$ cat src/rtl/cu_pkg.sv
`default_nettype none
// ============================================================================
//  Module      : cu_pkg
//  Description : Shared encodings for the multicycle ARM control unit:
//                FSM state codes, ALU operation codes, data-processing cmd
//                field values, condition-code values and a cmd decoder.
//  Revision    : 1.0 - initial release
// ============================================================================
package cu_pkg;

    // ------------------------------------------------------------------
    // FSM state encoding
    // ------------------------------------------------------------------
    typedef logic [3:0] state_t;

    localparam state_t S_FETCH    = 4'd0;
    localparam state_t S_DECODE   = 4'd1;
    localparam state_t S_MEMADR   = 4'd2;
    localparam state_t S_MEMREAD  = 4'd3;
    localparam state_t S_MEMWB    = 4'd4;
    localparam state_t S_MEMWRITE = 4'd5;
    localparam state_t S_EXECR    = 4'd6;
    localparam state_t S_EXECI    = 4'd7;
    localparam state_t S_ALUWB    = 4'd8;
    localparam state_t S_BRANCH   = 4'd9;

    // ------------------------------------------------------------------
    // ALU operation codes (low three bits of ALUControl)
    // ------------------------------------------------------------------
    localparam logic [2:0] ALU_ADD = 3'b000;
    localparam logic [2:0] ALU_SUB = 3'b001;
    localparam logic [2:0] ALU_AND = 3'b010;
    localparam logic [2:0] ALU_ORR = 3'b011;
    localparam logic [2:0] ALU_EOR = 3'b100;
    localparam logic [2:0] ALU_MOV = 3'b101;

    // ------------------------------------------------------------------
    // Data-processing cmd field values (instr[24:21])
    // ------------------------------------------------------------------
    localparam logic [3:0] CMD_AND = 4'b0000;
    localparam logic [3:0] CMD_EOR = 4'b0001;
    localparam logic [3:0] CMD_SUB = 4'b0010;
    localparam logic [3:0] CMD_ADD = 4'b0100;
    localparam logic [3:0] CMD_CMP = 4'b1010;
    localparam logic [3:0] CMD_ORR = 4'b1100;
    localparam logic [3:0] CMD_MOV = 4'b1101;

    // ------------------------------------------------------------------
    // Instruction class (Op field)
    // ------------------------------------------------------------------
    localparam logic [1:0] OP_DP  = 2'b00;
    localparam logic [1:0] OP_MEM = 2'b01;
    localparam logic [1:0] OP_BR  = 2'b10;

    // ------------------------------------------------------------------
    // Condition codes (instr[31:28]); 4'b1111 is "never"
    // ------------------------------------------------------------------
    localparam logic [3:0] COND_EQ = 4'b0000;
    localparam logic [3:0] COND_NE = 4'b0001;
    localparam logic [3:0] COND_CS = 4'b0010;
    localparam logic [3:0] COND_CC = 4'b0011;
    localparam logic [3:0] COND_MI = 4'b0100;
    localparam logic [3:0] COND_PL = 4'b0101;
    localparam logic [3:0] COND_VS = 4'b0110;
    localparam logic [3:0] COND_VC = 4'b0111;
    localparam logic [3:0] COND_HI = 4'b1000;
    localparam logic [3:0] COND_LS = 4'b1001;
    localparam logic [3:0] COND_GE = 4'b1010;
    localparam logic [3:0] COND_LT = 4'b1011;
    localparam logic [3:0] COND_GT = 4'b1100;
    localparam logic [3:0] COND_LE = 4'b1101;
    localparam logic [3:0] COND_AL = 4'b1110;

    // Decoded view of a data-processing cmd
    typedef struct packed {
        logic [2:0] alu;    // ALU operation to perform
        logic       known;  // cmd is implemented; gates the register write
        logic       cmp;    // compare only, no write-back state
        logic       arith;  // arithmetic op, so C and V are meaningful
    } cmd_dec_t;

    function automatic cmd_dec_t decode_cmd(input logic [3:0] cmd);
        cmd_dec_t d;
        d.alu   = ALU_ADD;
        d.known = 1'b1;
        d.cmp   = 1'b0;
        d.arith = 1'b0;
        case (cmd)
            CMD_ADD: begin d.alu = ALU_ADD; d.arith = 1'b1; end
            CMD_SUB: begin d.alu = ALU_SUB; d.arith = 1'b1; end
            CMD_AND: d.alu = ALU_AND;
            CMD_ORR: d.alu = ALU_ORR;
            CMD_EOR: d.alu = ALU_EOR;
            CMD_MOV: d.alu = ALU_MOV;
            CMD_CMP: begin d.alu = ALU_SUB; d.arith = 1'b1; d.cmp = 1'b1; end
            // Unimplemented cmds behave as an ADD whose result is discarded
            default: d.known = 1'b0;
        endcase
        return d;
    endfunction

endpackage
`default_nettype wire

$ cat src/rtl/cond_logic.sv
`default_nettype none
// ============================================================================
//  Module      : cond_logic
//  Description : NZCV flag register with split NZ / CV write enables and
//                condition-code evaluation against the stored flags.
//                o_cond_ex is the live evaluation; o_cond_ex_q is the value
//                captured while the instruction is being decoded.
//  Ports       : clk, rst (async, active-low)
//                i_nz_we / i_cv_we  : update N,Z / C,V from i_alu_flags
//                i_alu_flags        : {N,Z,C,V} from the ALU this cycle
//                i_cond             : instruction condition field
//                i_cond_latch       : capture o_cond_ex into o_cond_ex_q
//                o_cond_ex          : condition passes with stored flags
//                o_cond_ex_q        : captured condition result
//  Revision    : 1.0 - initial release
// ============================================================================
module cond_logic
    import cu_pkg::*;
(
    input  logic       clk,
    input  logic       rst,
    input  logic       i_nz_we,
    input  logic       i_cv_we,
    input  logic [3:0] i_alu_flags,
    input  logic [3:0] i_cond,
    input  logic       i_cond_latch,
    output logic       o_cond_ex,
    output logic       o_cond_ex_q
);

    logic [3:0] flags_q;
    logic [3:0] flags_d;
    logic       cond_ex_q;
    logic       cond_ex_d;
    logic       w_n;
    logic       w_z;
    logic       w_c;
    logic       w_v;

    assign {w_n, w_z, w_c, w_v} = flags_q;

    always_comb begin
        flags_d = flags_q;
        if (i_nz_we) begin
            flags_d[3:2] = i_alu_flags[3:2];
        end
        if (i_cv_we) begin
            flags_d[1:0] = i_alu_flags[1:0];
        end
    end

    always_comb begin
        o_cond_ex = 1'b0;
        case (i_cond)
            COND_EQ: o_cond_ex = w_z;
            COND_NE: o_cond_ex = ~w_z;
            COND_CS: o_cond_ex = w_c;
            COND_CC: o_cond_ex = ~w_c;
            COND_MI: o_cond_ex = w_n;
            COND_PL: o_cond_ex = ~w_n;
            COND_VS: o_cond_ex = w_v;
            COND_VC: o_cond_ex = ~w_v;
            COND_HI: o_cond_ex = w_c & ~w_z;
            COND_LS: o_cond_ex = ~w_c | w_z;
            COND_GE: o_cond_ex = ~(w_n ^ w_v);
            COND_LT: o_cond_ex = w_n ^ w_v;
            COND_GT: o_cond_ex = ~w_z & ~(w_n ^ w_v);
            COND_LE: o_cond_ex = w_z | (w_n ^ w_v);
            COND_AL: o_cond_ex = 1'b1;
            default: o_cond_ex = 1'b0;
        endcase
    end

    always_comb begin
        cond_ex_d = cond_ex_q;
        if (i_cond_latch) begin
            cond_ex_d = o_cond_ex;
        end
    end

    always_ff @(posedge clk or negedge rst) begin
        if (!rst) begin
            flags_q   <= 4'b0000;
            cond_ex_q <= 1'b0;
        end else begin
            flags_q   <= flags_d;
            cond_ex_q <= cond_ex_d;
        end
    end

    assign o_cond_ex_q = cond_ex_q;

endmodule
`default_nettype wire

$ cat src/rtl/multicycle_control_unit.sv
`default_nettype none
// ============================================================================
//  Module      : multicycle_control_unit
//  Description : Moore FSM sequencing ARM instructions through the shared-
//                memory multicycle datapath, with datapath control decode,
//                NZCV flags / condition evaluation and an optional memory
//                ready handshake on the fetch, load and store states.
//  Ports       : clk, rst (async, active-low)
//                Cond, Op, Funct, Rd  : instruction fields from the IR
//                ALUFlags             : {N,Z,C,V} from the ALU
//                mem_ready            : memory access completes this cycle
//                PCWrite, IRWrite, MemWrite, RegWrite : write strobes
//                AdrSrc, ALUSrcA, ALUSrcB, ResultSrc, ImmSrc, RegSrc,
//                ALUControl           : datapath steering
//  Revision    : 1.0 - initial release
// ============================================================================
module multicycle_control_unit
    import cu_pkg::*;
#(
    parameter int MEM_WAIT  = 0,
    parameter int ALUCTRL_W = 3
) (
    input  logic                 clk,
    input  logic                 rst,
    input  logic [3:0]           Cond,
    input  logic [1:0]           Op,
    input  logic [5:0]           Funct,
    input  logic [3:0]           Rd,
    input  logic [3:0]           ALUFlags,
    input  logic                 mem_ready,
    output logic                 PCWrite,
    output logic                 IRWrite,
    output logic                 MemWrite,
    output logic                 RegWrite,
    output logic                 AdrSrc,
    output logic                 ALUSrcA,
    output logic [1:0]           ALUSrcB,
    output logic [1:0]           ResultSrc,
    output logic [1:0]           ImmSrc,
    output logic [1:0]           RegSrc,
    output logic [ALUCTRL_W-1:0] ALUControl
);

    state_t   state_q;
    state_t   state_d;

    cmd_dec_t w_cmd_dec;
    logic     w_imm;
    logic     w_set_flags;
    logic     w_load;
    logic     w_pc_dest;
    logic     w_mem_go;
    logic     w_exec;
    logic     w_cond_ex;
    logic     w_cond_ex_q;

    logic       w_pc_write;
    logic       w_ir_write;
    logic       w_mem_write;
    logic       w_reg_write;
    logic [2:0] w_alu_ctrl;

    assign w_cmd_dec   = decode_cmd(Funct[4:1]);
    assign w_imm       = Funct[5];
    assign w_set_flags = Funct[0];
    assign w_load      = Funct[0];
    assign w_pc_dest   = (Rd == 4'd15);
    // Without the handshake every memory access is single-cycle
    assign w_mem_go    = (MEM_WAIT == 0) || mem_ready;
    assign w_exec      = (state_q == S_EXECR) || (state_q == S_EXECI);

    cond_logic u_cond_logic (
        .clk          (clk),
        .rst          (rst),
        .i_nz_we      (w_exec & w_set_flags),
        .i_cv_we      (w_exec & w_set_flags & w_cmd_dec.arith),
        .i_alu_flags  (ALUFlags),
        .i_cond       (Cond),
        .i_cond_latch (state_q == S_DECODE),
        .o_cond_ex    (w_cond_ex),
        .o_cond_ex_q  (w_cond_ex_q)
    );

    // ------------------------------------------------------------------
    // Next-state logic
    // ------------------------------------------------------------------
    always_comb begin
        state_d = state_q;
        case (state_q)
            S_FETCH: begin
                if (w_mem_go) begin
                    state_d = S_DECODE;
                end
            end
            S_DECODE: begin
                // Uses the live evaluation: the captured copy only becomes
                // valid on the edge leaving this state.
                if (!w_cond_ex) begin
                    state_d = S_FETCH;
                end else begin
                    case (Op)
                        OP_MEM:  state_d = S_MEMADR;
                        OP_DP:   state_d = w_imm ? S_EXECI : S_EXECR;
                        OP_BR:   state_d = S_BRANCH;
                        default: state_d = S_FETCH;
                    endcase
                end
            end
            S_MEMADR:   state_d = w_load ? S_MEMREAD : S_MEMWRITE;
            S_MEMREAD: begin
                if (w_mem_go) begin
                    state_d = S_MEMWB;
                end
            end
            S_MEMWB:    state_d = S_FETCH;
            S_MEMWRITE: begin
                if (w_mem_go) begin
                    state_d = S_FETCH;
                end
            end
            S_EXECR,
            S_EXECI:    state_d = w_cmd_dec.cmp ? S_FETCH : S_ALUWB;
            S_ALUWB:    state_d = S_FETCH;
            S_BRANCH:   state_d = S_FETCH;
            default:    state_d = S_FETCH;
        endcase
    end

    always_ff @(posedge clk or negedge rst) begin
        if (!rst) begin
            state_q <= S_FETCH;
        end else begin
            state_q <= state_d;
        end
    end

    // ------------------------------------------------------------------
    // Output decode. Post-decode write strobes are additionally qualified
    // by the captured condition so a corrupted state can never commit a
    // write for an instruction whose condition failed.
    // ------------------------------------------------------------------
    always_comb begin
        w_pc_write  = 1'b0;
        w_ir_write  = 1'b0;
        w_mem_write = 1'b0;
        w_reg_write = 1'b0;
        AdrSrc      = 1'b0;
        ALUSrcA     = 1'b0;
        ALUSrcB     = 2'b00;
        ResultSrc   = 2'b00;
        w_alu_ctrl  = ALU_ADD;
        case (state_q)
            S_FETCH: begin
                // Only Mealy term: a stalled fetch must not advance PC/IR
                w_ir_write = w_mem_go;
                w_pc_write = w_mem_go;
                ALUSrcA    = 1'b1;
                ALUSrcB    = 2'b10;
                ResultSrc  = 2'b10;
            end
            S_DECODE: begin
                ALUSrcA   = 1'b1;
                ALUSrcB   = 2'b10;
                ResultSrc = 2'b10;
            end
            S_MEMADR: begin
                ALUSrcB = 2'b01;
            end
            S_MEMREAD: begin
                AdrSrc = 1'b1;
            end
            S_MEMWRITE: begin
                AdrSrc      = 1'b1;
                w_mem_write = w_cond_ex_q;
            end
            S_MEMWB: begin
                ResultSrc   = 2'b01;
                w_reg_write = w_cond_ex_q;
                w_pc_write  = w_cond_ex_q & w_pc_dest;
            end
            S_EXECR: begin
                w_alu_ctrl = w_cmd_dec.alu;
            end
            S_EXECI: begin
                ALUSrcB    = 2'b01;
                w_alu_ctrl = w_cmd_dec.alu;
            end
            S_ALUWB: begin
                w_reg_write = w_cond_ex_q & w_cmd_dec.known;
                w_pc_write  = w_cond_ex_q & w_pc_dest;
            end
            S_BRANCH: begin
                ALUSrcB    = 2'b01;
                ResultSrc  = 2'b10;
                w_pc_write = w_cond_ex_q;
            end
            default: ;
        endcase
    end

    // Strobes are killed combinationally so nothing fires in a reset cycle
    assign PCWrite  = rst & w_pc_write;
    assign IRWrite  = rst & w_ir_write;
    assign MemWrite = rst & w_mem_write;
    assign RegWrite = rst & w_reg_write;

    assign ImmSrc     = Op;
    assign RegSrc     = {(Op == OP_MEM), (Op == OP_BR)};
    assign ALUControl = ALUCTRL_W'(w_alu_ctrl);

endmodule
`default_nettype wire

$ cat config.mk
export PLATFORM = sky130hd
export DESIGN_NAME = multicycle_control_unit
export DESIGN_NICKNAME = d
export VERILOG_FILES = /design/src/rtl/cu_pkg.sv /design/src/rtl/cond_logic.sv /design/src/rtl/multicycle_control_unit.sv
export SDC_FILE = /design/constraint.sdc
export NUM_CORES = 1
export LEC_CHECK = 0
export BUFFER_PORTS_ARGS = -buffer_cell sky130_fd_sc_hd__buf_2
export CAP_MARGIN = 20
export CORE_ASPECT_RATIO = 1.1
export CORE_MARGIN = 2
export CORE_UTILIZATION = 51
export CTS_BUF_LIST = sky130_fd_sc_hd__clkbuf_8
export CTS_CLUSTER_SIZE = 12
export DETAILED_ROUTE_END_ITERATION = 8
export PLACE_DENSITY = 0.89
export SYNTH_ARGS = -nofsm -noshare
export SYNTH_HDL_FRONTEND = slang
export SYNTH_HIERARCHICAL = 1
export SYNTH_SLANG_ARGS = --single-unit
$ cat constraint.sdc
create_clock -name clk -period 3.95 [get_ports clk]
set_input_delay 0.79 -clock clk [delete_from_list [all_inputs] [get_ports clk]]
set_output_delay 0.79 -clock clk [all_outputs]
set_load 0.05 [all_outputs]
# Word level (Yosys, flattened, before mapping)
# Index checks and enable logic that the tools add are counted.
[classes]
eq_ne = 32
n_mux = 20
bitwise_logic = 18
reduce_logical = 14
[ops]
columns = ["cell", "n"]
rows = [
  ["$eq 4x4->1 const B", 13],
  ["$eq 4x3->1 const B", 9],
  ["$eq 4x2->1 const B", 5],
  ["$pmux 4 s5", 1],
  ["$pmux 1 s15", 1],
  ["$pmux 3 s5", 1],
  ["$eq 4x1->1 const B", 3],
  ["$logic_not 4->1", 3],
  ["$pmux 4 s3", 1],
  ["$and 1x1->1", 10],
  ["$reduce_or 2->1", 5],
  ["$reduce_or 3->1", 3],
  ["$mux 1", 8],
  ["$mux 4", 2],
  ["$pmux 2 s2", 2],
  ["$reduce_or 7->1", 1],
  ["$mux 3", 2],
  ["$not 1->1", 5],
  ["$pmux 1 s3", 1],
  ["$eq 2x1->1 const B", 1],
  ["$eq 2x2->1 const B", 1],
  ["$logic_not 2->1", 1],
  ["$or 1x1->1", 2],
  ["$pmux 1 s2", 1],
  ["other kinds (2)", 2],
]
[word_totals]
register_bits = 9
in_bits = 23
out_inout_bits = 17
wordCells = 88

# Logic depth before layout (Yosys ltp)
# Gate-level depths: netlist of run 1.
[logic_depth]
depth_word = 6
ltp_mapped = 8
mapped_depth_nobuf = 7

# Hierarchy
# The synthesis of run 1 kept the hierarchy.
[by_module_without_submodules]
columns = ["mod", "n_inst", "cells_each", "area_each_um2", "seq_area_each_um2"]
rows = [
  ["multicycle_control_unit", 1, 73, 519.2, 100.1],
  ["cond_logic", 1, 32, 346.6, 125.1],
]

# Least setup slack after synthesis of run 1
# OpenSTA, ideal clock, no wires.
[synth_path]
path_kind = "reg2out"
startpoint = "register state_q[0]"
endpoint = "output port RegWrite"
arrival_time_ns = 3.056
required_time_ns = 3.160
path_slack_ns = 0.104
stages_incl_launch_ff = 5
path_buffers = 1
path_cell_list = "dfrtp_1 -> clkbuf_1 -> nor4b_1 -> a31oi_1 -> nor2_1"
[synth_via]
elab_chain_len = 3
word_cells_on_any_way = 4
cone_classes = "2 x eq/ne; 1 x mux; 1 x bitwise"
[synth_lines]
columns = ["element", "line", "text"]
rows = [
  ["start: declaration", "multicycle_control_unit.sv:44", "state_t state_q;"],
  ["start signal: assignment", "multicycle_control_unit.sv:133", "state_q <= state_d;"],
  ["$eq 4x4->1 or $eq 4x3->1 (tied branches)", "multicycle_control_unit.sv:152", "case (state_q)"],
  ["$pmux 1 s2 *", "multicycle_control_unit.sv:152", ""],
  ["$and 1x1->1 *", "multicycle_control_unit.sv:205", "assign RegWrite = rst & w_reg_write;"],
  ["end: declaration", "multicycle_control_unit.sv:34", "output logic RegWrite,"],
]
# Every way passes the cells marked *; elsewhere a longest branch is shown, timed or not.

# Final worst setup path of run 1
[layout_path]
startpoint = "input port Funct[2]"
endpoint = "output port RegWrite"
[layout_via]
elab_chain_len = 6
word_cells_on_any_way = 12
cone_classes = "6 x eq/ne; 2 x mux; 2 x bitwise; 2 x reduce/logical"
[layout_lines]
columns = ["element", "line", "text"]
rows = [
  ["start: declaration", "multicycle_control_unit.sv:27", "input logic [5:0] Funct,"],
  ["$eq 4x4->1 (tied with other cells)", "cu_pkg.sv:88", "case (cmd)"],
  ["$reduce_or 7->1 (no source line) *", "-", ""],
  ["$mux 1 *", "cu_pkg.sv:88", ""],
  ["$and 1x1->1 *", "multicycle_control_unit.sv:189", "w_reg_write = w_cond_ex_q & w_cmd_dec.known;"],
  ["$pmux 1 s2 *", "multicycle_control_unit.sv:152", ""],
  ["$and 1x1->1 *", "multicycle_control_unit.sv:205", ""],
]
# Marked as above.

==> results.sh, run 1 <==
export IMPL_status="finished, final reports clean"
export IMPL_antennaDiodeCount=0
export IMPL_cts_htree_levels=1
export IMPL_cp_end_kind="output port"
export IMPL_antenna_left=0
export IMPL_place_ws_ps=1383
export IMPL_final_max_slew_viol_count=0
export IMPL_start_kind="primary input"
export IMPL_die_area_um2=2044
export IMPL_maxCapViolations=0
export IMPL_initial_core_util_pct=54.92
export IMPL_ctsResizeCount=0
export IMPL_yosysUniqueCellTypes=36
export IMPL_yosysMostFrequentCell="nor2_1"
export IMPL_leakage_nw=0.5179
export IMPL_wl_met1_um=834
export IMPL_ys_seq_area_share_pct=26.01
export IMPL_routed_wl_um=2059
export IMPL_tritoncts="done"
export IMPL_synth_nets=128
export IMPL_drtPass1Iterations=4
export IMPL_io_pins=40
export IMPL_wl_met2_um=1091
export IMPL_cp_required_ps=3160
export IMPL_yosys_top_cells_count="15 x nor2_1, 9 x dfrtp_1, 6 x mux2_2, 6 x nand2_1, 6 x xnor2_1"
export IMPL_synth_xor_area_share_pct=10.12
export IMPL_grt_first_pass_wirelength_um=3305
export IMPL_fin_crit_ps=2564
export IMPL_grt_setup_unrepaired="no"
export IMPL_highest_layer="met4"
export IMPL_core_um2=1577
export IMPL_insertion_delay_ps=230
export IMPL_gp_congestion=0.7596
export IMPL_dp_hpwl_um=1582
export IMPL_synthFlopType="dfrtp_1"
export IMPL_grt_antenna_before_repair=0
export IMPL_synth_seq_cells=9
export IMPL_reg2reg_slack_ps=1930
export IMPL_irDropWorstVdd_mv=0.3086
export IMPL_p_clk_share_pct=15.6
export IMPL_portBuffers=38
export IMPL_fin_crit_sh_pct=64.90
export IMPL_min_path_type="primary input to asynchronous set/reset pin"
export IMPL_yosys_warnings=6
export IMPL_synth_simple_gate_area_share_pct=30.78
export IMPL_synth_compound_area_share_pct=15.61
export IMPL_intPower_mw=0.3223
export IMPL_r2r_start="u_cond_logic/flags_q[3]"
export IMPL_fp_dieH_um=47.22
export IMPL_r2r_end="state_q[3]"
export IMPL_synth_edf_count=0
export IMPL_skew_ps=1.625
export IMPL_synth_area_mux_share_pct=7.803
export IMPL_synthAdderAreaFrac_pct=0
export IMPL_maxSlewHeadroom_pct=71.55
export IMPL_drt_vias_per_instance=5.799
export IMPL_root_buffer="clkbuf_8"
export IMPL_syn_to_final_growth_pct=22.11
export IMPL_ctsHoldBuffers=0
export IMPL_critical_path_max_fanout=9
export IMPL_clock_fmax_mhz=390.1
export IMPL_synth_area_top_cells="dfrtp_1 26%, mux2_2 7.8%, nor2_1 6.5%, xnor2_1 6.1%, xor2_1 4.0%"
export IMPL_vias=893
export IMPL_synthesis_area_um2=865.8
export IMPL_netSwitchingFraction_pct=50.95
export IMPL_grt_util_all_layers_pct=21.84
export IMPL_overflow=0
export IMPL_pwr_share_comb_pct=57.4
export IMPL_setup_ws_ps=1386
export IMPL_clockBufferDepth=2
export IMPL_layout_drive_gt1_share_pct=37.96
export IMPL_setup_viol=0
export IMPL_routed_wl_met3_um=102
export IMPL_synth_top_area_cell="dfrtp_1"
export IMPL_wl_per_cell_um=13.37
export IMPL_syn_inst=105
export IMPL_crit_arrival_ps=1770
export IMPL_cts_sinks=9
export IMPL_avgSynthCellArea_um2=8.246
export IMPL_reg2regPathDepth=6
export IMPL_drc=0
export IMPL_tightest_slew_ps=422.8
export IMPL_post_cts_setup_buffer_count=0
export IMPL_placementRows=15
export IMPL_clk_pin_slew_ps=40
export IMPL_worstSetupPathType="primary input to output port"
export IMPL_hold_violations=0
export IMPL_grt_pass1_vias=793
export IMPL_fin_setup_tns_ps=0
export IMPL_grt_max_degree=14
export IMPL_initialDrtViolationCount=4
export IMPL_p_seq_share_pct=27.0
export IMPL_fin_nets=161
export IMPL_die_x_um=43.29
export IMPL_synth_top_family_by_area="simple AND/OR/NAND/NOR gates"
export IMPL_switchingPower_mw=0.3347
export IMPL_synth_top_cell_area_share_pct=26.01
export IMPL_p_per_area_nw_per_um2=621.5
export IMPL_ys_async_sr_fraction_pct=100.0
export IMPL_cts_buffers=3
==> worst max-delay path by stage <==
stage	slack, ps	start	endpoint
6_report	1390	Funct[2]	RegWrite
5_1_grt	1290	state_q[2]	ALUControl[2]
4_1_cts	1380	Funct[2]	RegWrite
3_5_place_dp	1380	Funct[2]	RegWrite
3_3_place_gp	1380	Funct[2]	RegWrite
2_1_floorplan	100	state_q[0]	RegWrite
==> metrics by stage <==
stage               util (%)  std cells  total power [mW]  hold slack, ps  cell area (um^2)
detailed placement     64.21        150            0.5515           558.6              1012
CTS                    67.06        154            0.6564           438.3              1057
global route           67.06        154            0.7013           442.5              1057
floorplan                  -        105            0.4886           494.4             865.8
finish                 67.06        154            0.6570           427.1              1057
global placement       64.21        150            0.5390           532.5              1012
==> layer usage <==
metal | vias to the layer above | track usage, %
met5 | - | 0
met4 | 0 | 10.30
met3 | 4 | 4.231
met2 | 27 | 40.60
met1 | 431 | 24.36
li1 | 431 | -
==> critical path, cell delays in order <==
cell and delay [ps]:
buf_2 140, or3b_2 460, a31oi_1 130, nor2_1 50, buf_2 200
==> flip-flops by register name, indices dropped and copies added (netlist names) <==
name,count
u_cond_logic/o_cond_ex_q,1
u_cond_logic/flags_q,4
state_q,4
==> power by group through the flow <==
stage | Combinational (mW) | Clock, mW | Sequential [mW]
after floorplan | 0.347 | 0 | 0.141
after global placement | 0.366 | 0 | 0.173
after detailed placement | 0.374 | 0 | 0.177
after CTS | 0.378 | 0.104 | 0.175
after global routing | 0.406 | 0.111 | 0.184
final | 0.377 | 0.103 | 0.177
==> cells by family after synthesis <==
family,count (synthesis)
and+or+nand+nor,47
DFF,9
xor gates and xnor gates,10
buffers and inverters,15
muxes,6
AOI/OAI and AO/OA,18
==> layout make-up <==
cell class                      count  area, um^2
Sequential cell                     9       225.2
Timing Repair Buffer               38       190.2
Multi-Input combinational cell     81       556.8
Clock buffer                        3       41.29
Inverter                            5       18.77
Tap cell                           17       21.27
Clock inverter                      1       3.754
Fill cell                         134       519.2
==> cells in the final DEF, fill, tap and decap left out, drive strengths merged, types with 2 or more instances in the layout <==
cell    instances
and3            2
nor2           15
nor4b           2
nand4           2
clkbuf          3
xnor2           6
a21oi           3
nand2b          3
dfrtp           9
mux2            6
nand2           6
nor4            2
o32ai           2
nor3b           2
xor2            4
o22ai           4
a31oi           2
nand3b          3
buf            38
o21ai           3
inv             6
nor2b           3
Power figures use the tool's default switching activity.
==> run 2, diff against run 1 <==
ABC_AREA = 1   (was default)
CORE_UTILIZATION = 48   (was 51)
PLACE_DENSITY = 0.84   (was 0.89)
clock period = 2.53 ns   (was 3.95 ns; I/O delays follow)
==> run 2 against run 1 <==
Synthesized area rose by 3.0%. Highest routed layer is now met3. Critical path depth rose by 3. Design area rose by 5.6%. Synthesized cell count rose by 50%. Final cell count rose by 39%. Core utilization fell by 3.7 points. Critical endpoint is now PCWrite. Register-to-register slack got worse by 940 ps. Flip-flop and latch count did not move. Setup slack got worse by 860 ps. Clock power rose by 52%.
==> results.sh, run 2 <==
export IMPL_yosys_top_cells_count="52 x nand2_1, 25 x inv_1, 19 x nor2_1"
export IMPL_overflow=0
export IMPL_grt_util_all_layers_pct=21.50
export IMPL_synth_nets=181
export IMPL_path_common_cell="nand2_1"
export IMPL_ys_seq_area_share_pct=25.25
export IMPL_synth_seq_cells=9
export IMPL_grt_max_degree=12
export IMPL_root_buffer="clkbuf_8"
export IMPL_routed_wl_um=2187
export IMPL_wl_per_cell_um=10.22
export IMPL_cp_required_ps=2020
export IMPL_ctsHoldBuffers=0
export IMPL_setup_ws_ps=527.8
export IMPL_min_path_type="primary input to asynchronous set/reset pin"
export IMPL_initial_core_util_pct=50.64
export IMPL_tritoncts="done"
export IMPL_grt_antenna_before_repair=0
export IMPL_placed_area_um2=1071
export IMPL_drtPass1Iterations=6
export IMPL_irDropWorstVdd_mv=0.6967
export IMPL_grt_setup_unrepaired="no"
export IMPL_fin_cells=214
export IMPL_wl_met2_um=1183
export IMPL_fp_dieH_um=49.22
export IMPL_hold_violations=0
export IMPL_total_power_mw=1.066
export IMPL_clockBufferDepth=2
export IMPL_gp_congestion=0.8179
export IMPL_ys_async_sr_fraction_pct=100.0
export IMPL_multiInputGateArea_um2=521.8
export IMPL_core_um2=1762
export IMPL_status="finished, final reports clean"
export IMPL_wl_met1_um=909
export IMPL_maxSlewHeadroom_pct=72.40
export IMPL_yosysMostFrequentCell="nand2_1"
export IMPL_setup_viol=0
export IMPL_final_cell_area_um2=1116
export IMPL_placementRows=16
export IMPL_routed_wl_met3_um=94
export IMPL_place_ws_ps=631.4
export IMPL_maxCapViolations=0
export IMPL_initialDrtViolationCount=18
export IMPL_p_clk_share_pct=14.7
export IMPL_syn_inst=158
export IMPL_crit_arrival_ps=1500
export IMPL_final_max_slew_viol_count=0
export IMPL_pwr_share_comb_pct=60.1
export IMPL_drt_vias_per_instance=4.958
export IMPL_synth_top_cell_area_share_pct=25.25
export IMPL_die_area_um2=2220
export IMPL_highest_layer="met3"
export IMPL_cp_end_kind="output port"
export IMPL_cts_buffers=3
export IMPL_start_kind="register"
export IMPL_fin_setup_tns_ps=0
export IMPL_yosys_warnings=6
export IMPL_grt_first_pass_wirelength_um=3712
export IMPL_avgSynthCellArea_um2=5.646
export IMPL_final_util_pct=63.35
export IMPL_switchingPower_mw=0.5955
export IMPL_synth_area_top_cells="dfrtp_1 25%, nand2_1 22%, inv_1 11%, nand3_1 8.4%, nor2_1 8.0%"
export IMPL_fillCellCount=177
export IMPL_io_pins=40
export IMPL_drc=0
export IMPL_clk_pin_slew_ps=40
export IMPL_grt_pass1_vias=991
export IMPL_yosysUniqueCellTypes=20
export IMPL_critical_path_max_fanout=9
export IMPL_insertion_delay_ps=230
export IMPL_skew_ps=1.422
export IMPL_register_area_um2=225.2
export IMPL_antennaDiodeCount=0
export IMPL_p_per_area_nw_per_um2=955.1
export IMPL_fin_crit_sh_pct=79.14
export IMPL_die_x_um=45.11
export IMPL_synthFlopType="dfrtp_1"
export IMPL_antenna_left=0
export IMPL_hold_slack_ps=139.2
export IMPL_tightest_slew_ps=410.9
export IMPL_portBuffers=38
export IMPL_cts_htree_levels=1
export IMPL_intPower_mw=0.4705
export IMPL_p_seq_share_pct=25.2
export IMPL_critPathMaxStageDelay_ps=500
export IMPL_synthesis_area_um2=892.1
export IMPL_clock_fmax_mhz=499.4
export IMPL_layout_drive_gt1_share_pct=27.55
export IMPL_synth_top_area_cell="dfrtp_1"
export IMPL_placed_cells=210
export IMPL_mostFrequentLayoutCells="52 x nand2_1, 38 x buf_2, 26 x inv_1"
export IMPL_vias=1061
export IMPL_slowest_stage="dfrtp_1"
export IMPL_ctsResizeCount=0
export IMPL_cts_sinks=9
export IMPL_fin_nets=220
export IMPL_final_common_cell="nand2_1"
export IMPL_netSwitchingFraction_pct=55.86
export IMPL_fin_crit_ps=2002
export IMPL_syn_to_final_growth_pct=25.11
export IMPL_crit_path_cell_trace="inv_4 > nand2_4 > inv_1 > nand3_2 > nand2_1 > nand2_1 > nand2_1 > buf_2"
export IMPL_post_cts_setup_buffer_count=0
export IMPL_leakage_nw=0.6980
export IMPL_dp_hpwl_um=1832
export IMPL_synth_edf_count=0
export IMPL_worstSetupPathType="register to output port"
run 2: changes by cell type in the layout (fill, tap and decap cells not counted), sizes merged, moves of 6 or more:
cell and delta:
nor3 +6, o21ai +7, nand2 +49, inv +24, nor2 +7, xnor2 -6
mux2 -6, nand3 +15
run 2: kinds of logic after synthesis:
family	Yosys count	synth area share [%]
and+or+nand+nor	101	49.37
DFF	9	25.25
AOI/OAI and AO/OA	15	9.117
buffers and inverters	33	16.27
run 2: path summary, 6_finish.rpt:
| path | startpoint | to | slack (ps) | depth (start not counted) |
|---|---|---|---|---|
| setup reg to reg | u_cond_logic/flags_q[3] | state_q[1] | 990 | 13 |
| setup / recovery | state_q[1] | PCWrite | 530 | 8 |
| hold / removal | rst | u_cond_logic/flags_q[1] | 140 | 1 |
| max in group asynchronous | rst | state_q[3] | 2190 | 1 |
| hold reg to reg | u_cond_logic/o_cond_ex_q | u_cond_logic/o_cond_ex_q | 510 | 2 |
| min in group clk | ALUFlags[1] | u_cond_logic/flags_q[1] | 490 | 3 |
run 2: power groups by stage:
stage                     Sequential, mW  Clock (mW)  Combinational, mW
after detailed placement           0.269           0              0.638
after CTS                          0.267       0.157              0.642
after global placement             0.267           0              0.623
final                              0.269       0.157              0.640
after floorplan                    0.228           0              0.563
after global routing               0.274       0.170              0.699
run 2: routing by layer:
layer / global-route usage (%) / vias to the layer above
met5: 0 / -
met1: 23.54 / 477
met2: 41.19 / 24
met3: 2.222 / 0
li1: - / 560
met4: 5.882 / 0
run 2: area by class of cell:
type | count | share of cell area [%]
multi-input combinational | 116 | 46.75
sequential | 9 | 20.18
clock buffer | 3 | 3.700
timing repair buffer | 38 | 17.04
clock inverter | 1 | 0.3363
inverter | 29 | 9.978
tap | 18 | 2.018
run 2: critical path: cells and delay by family, from the launching register on:
kind                   cells  cell delay [ps]
flip-flops                 1              500
buffers and inverters      3              470
AND/OR/NAND/NOR            5              290
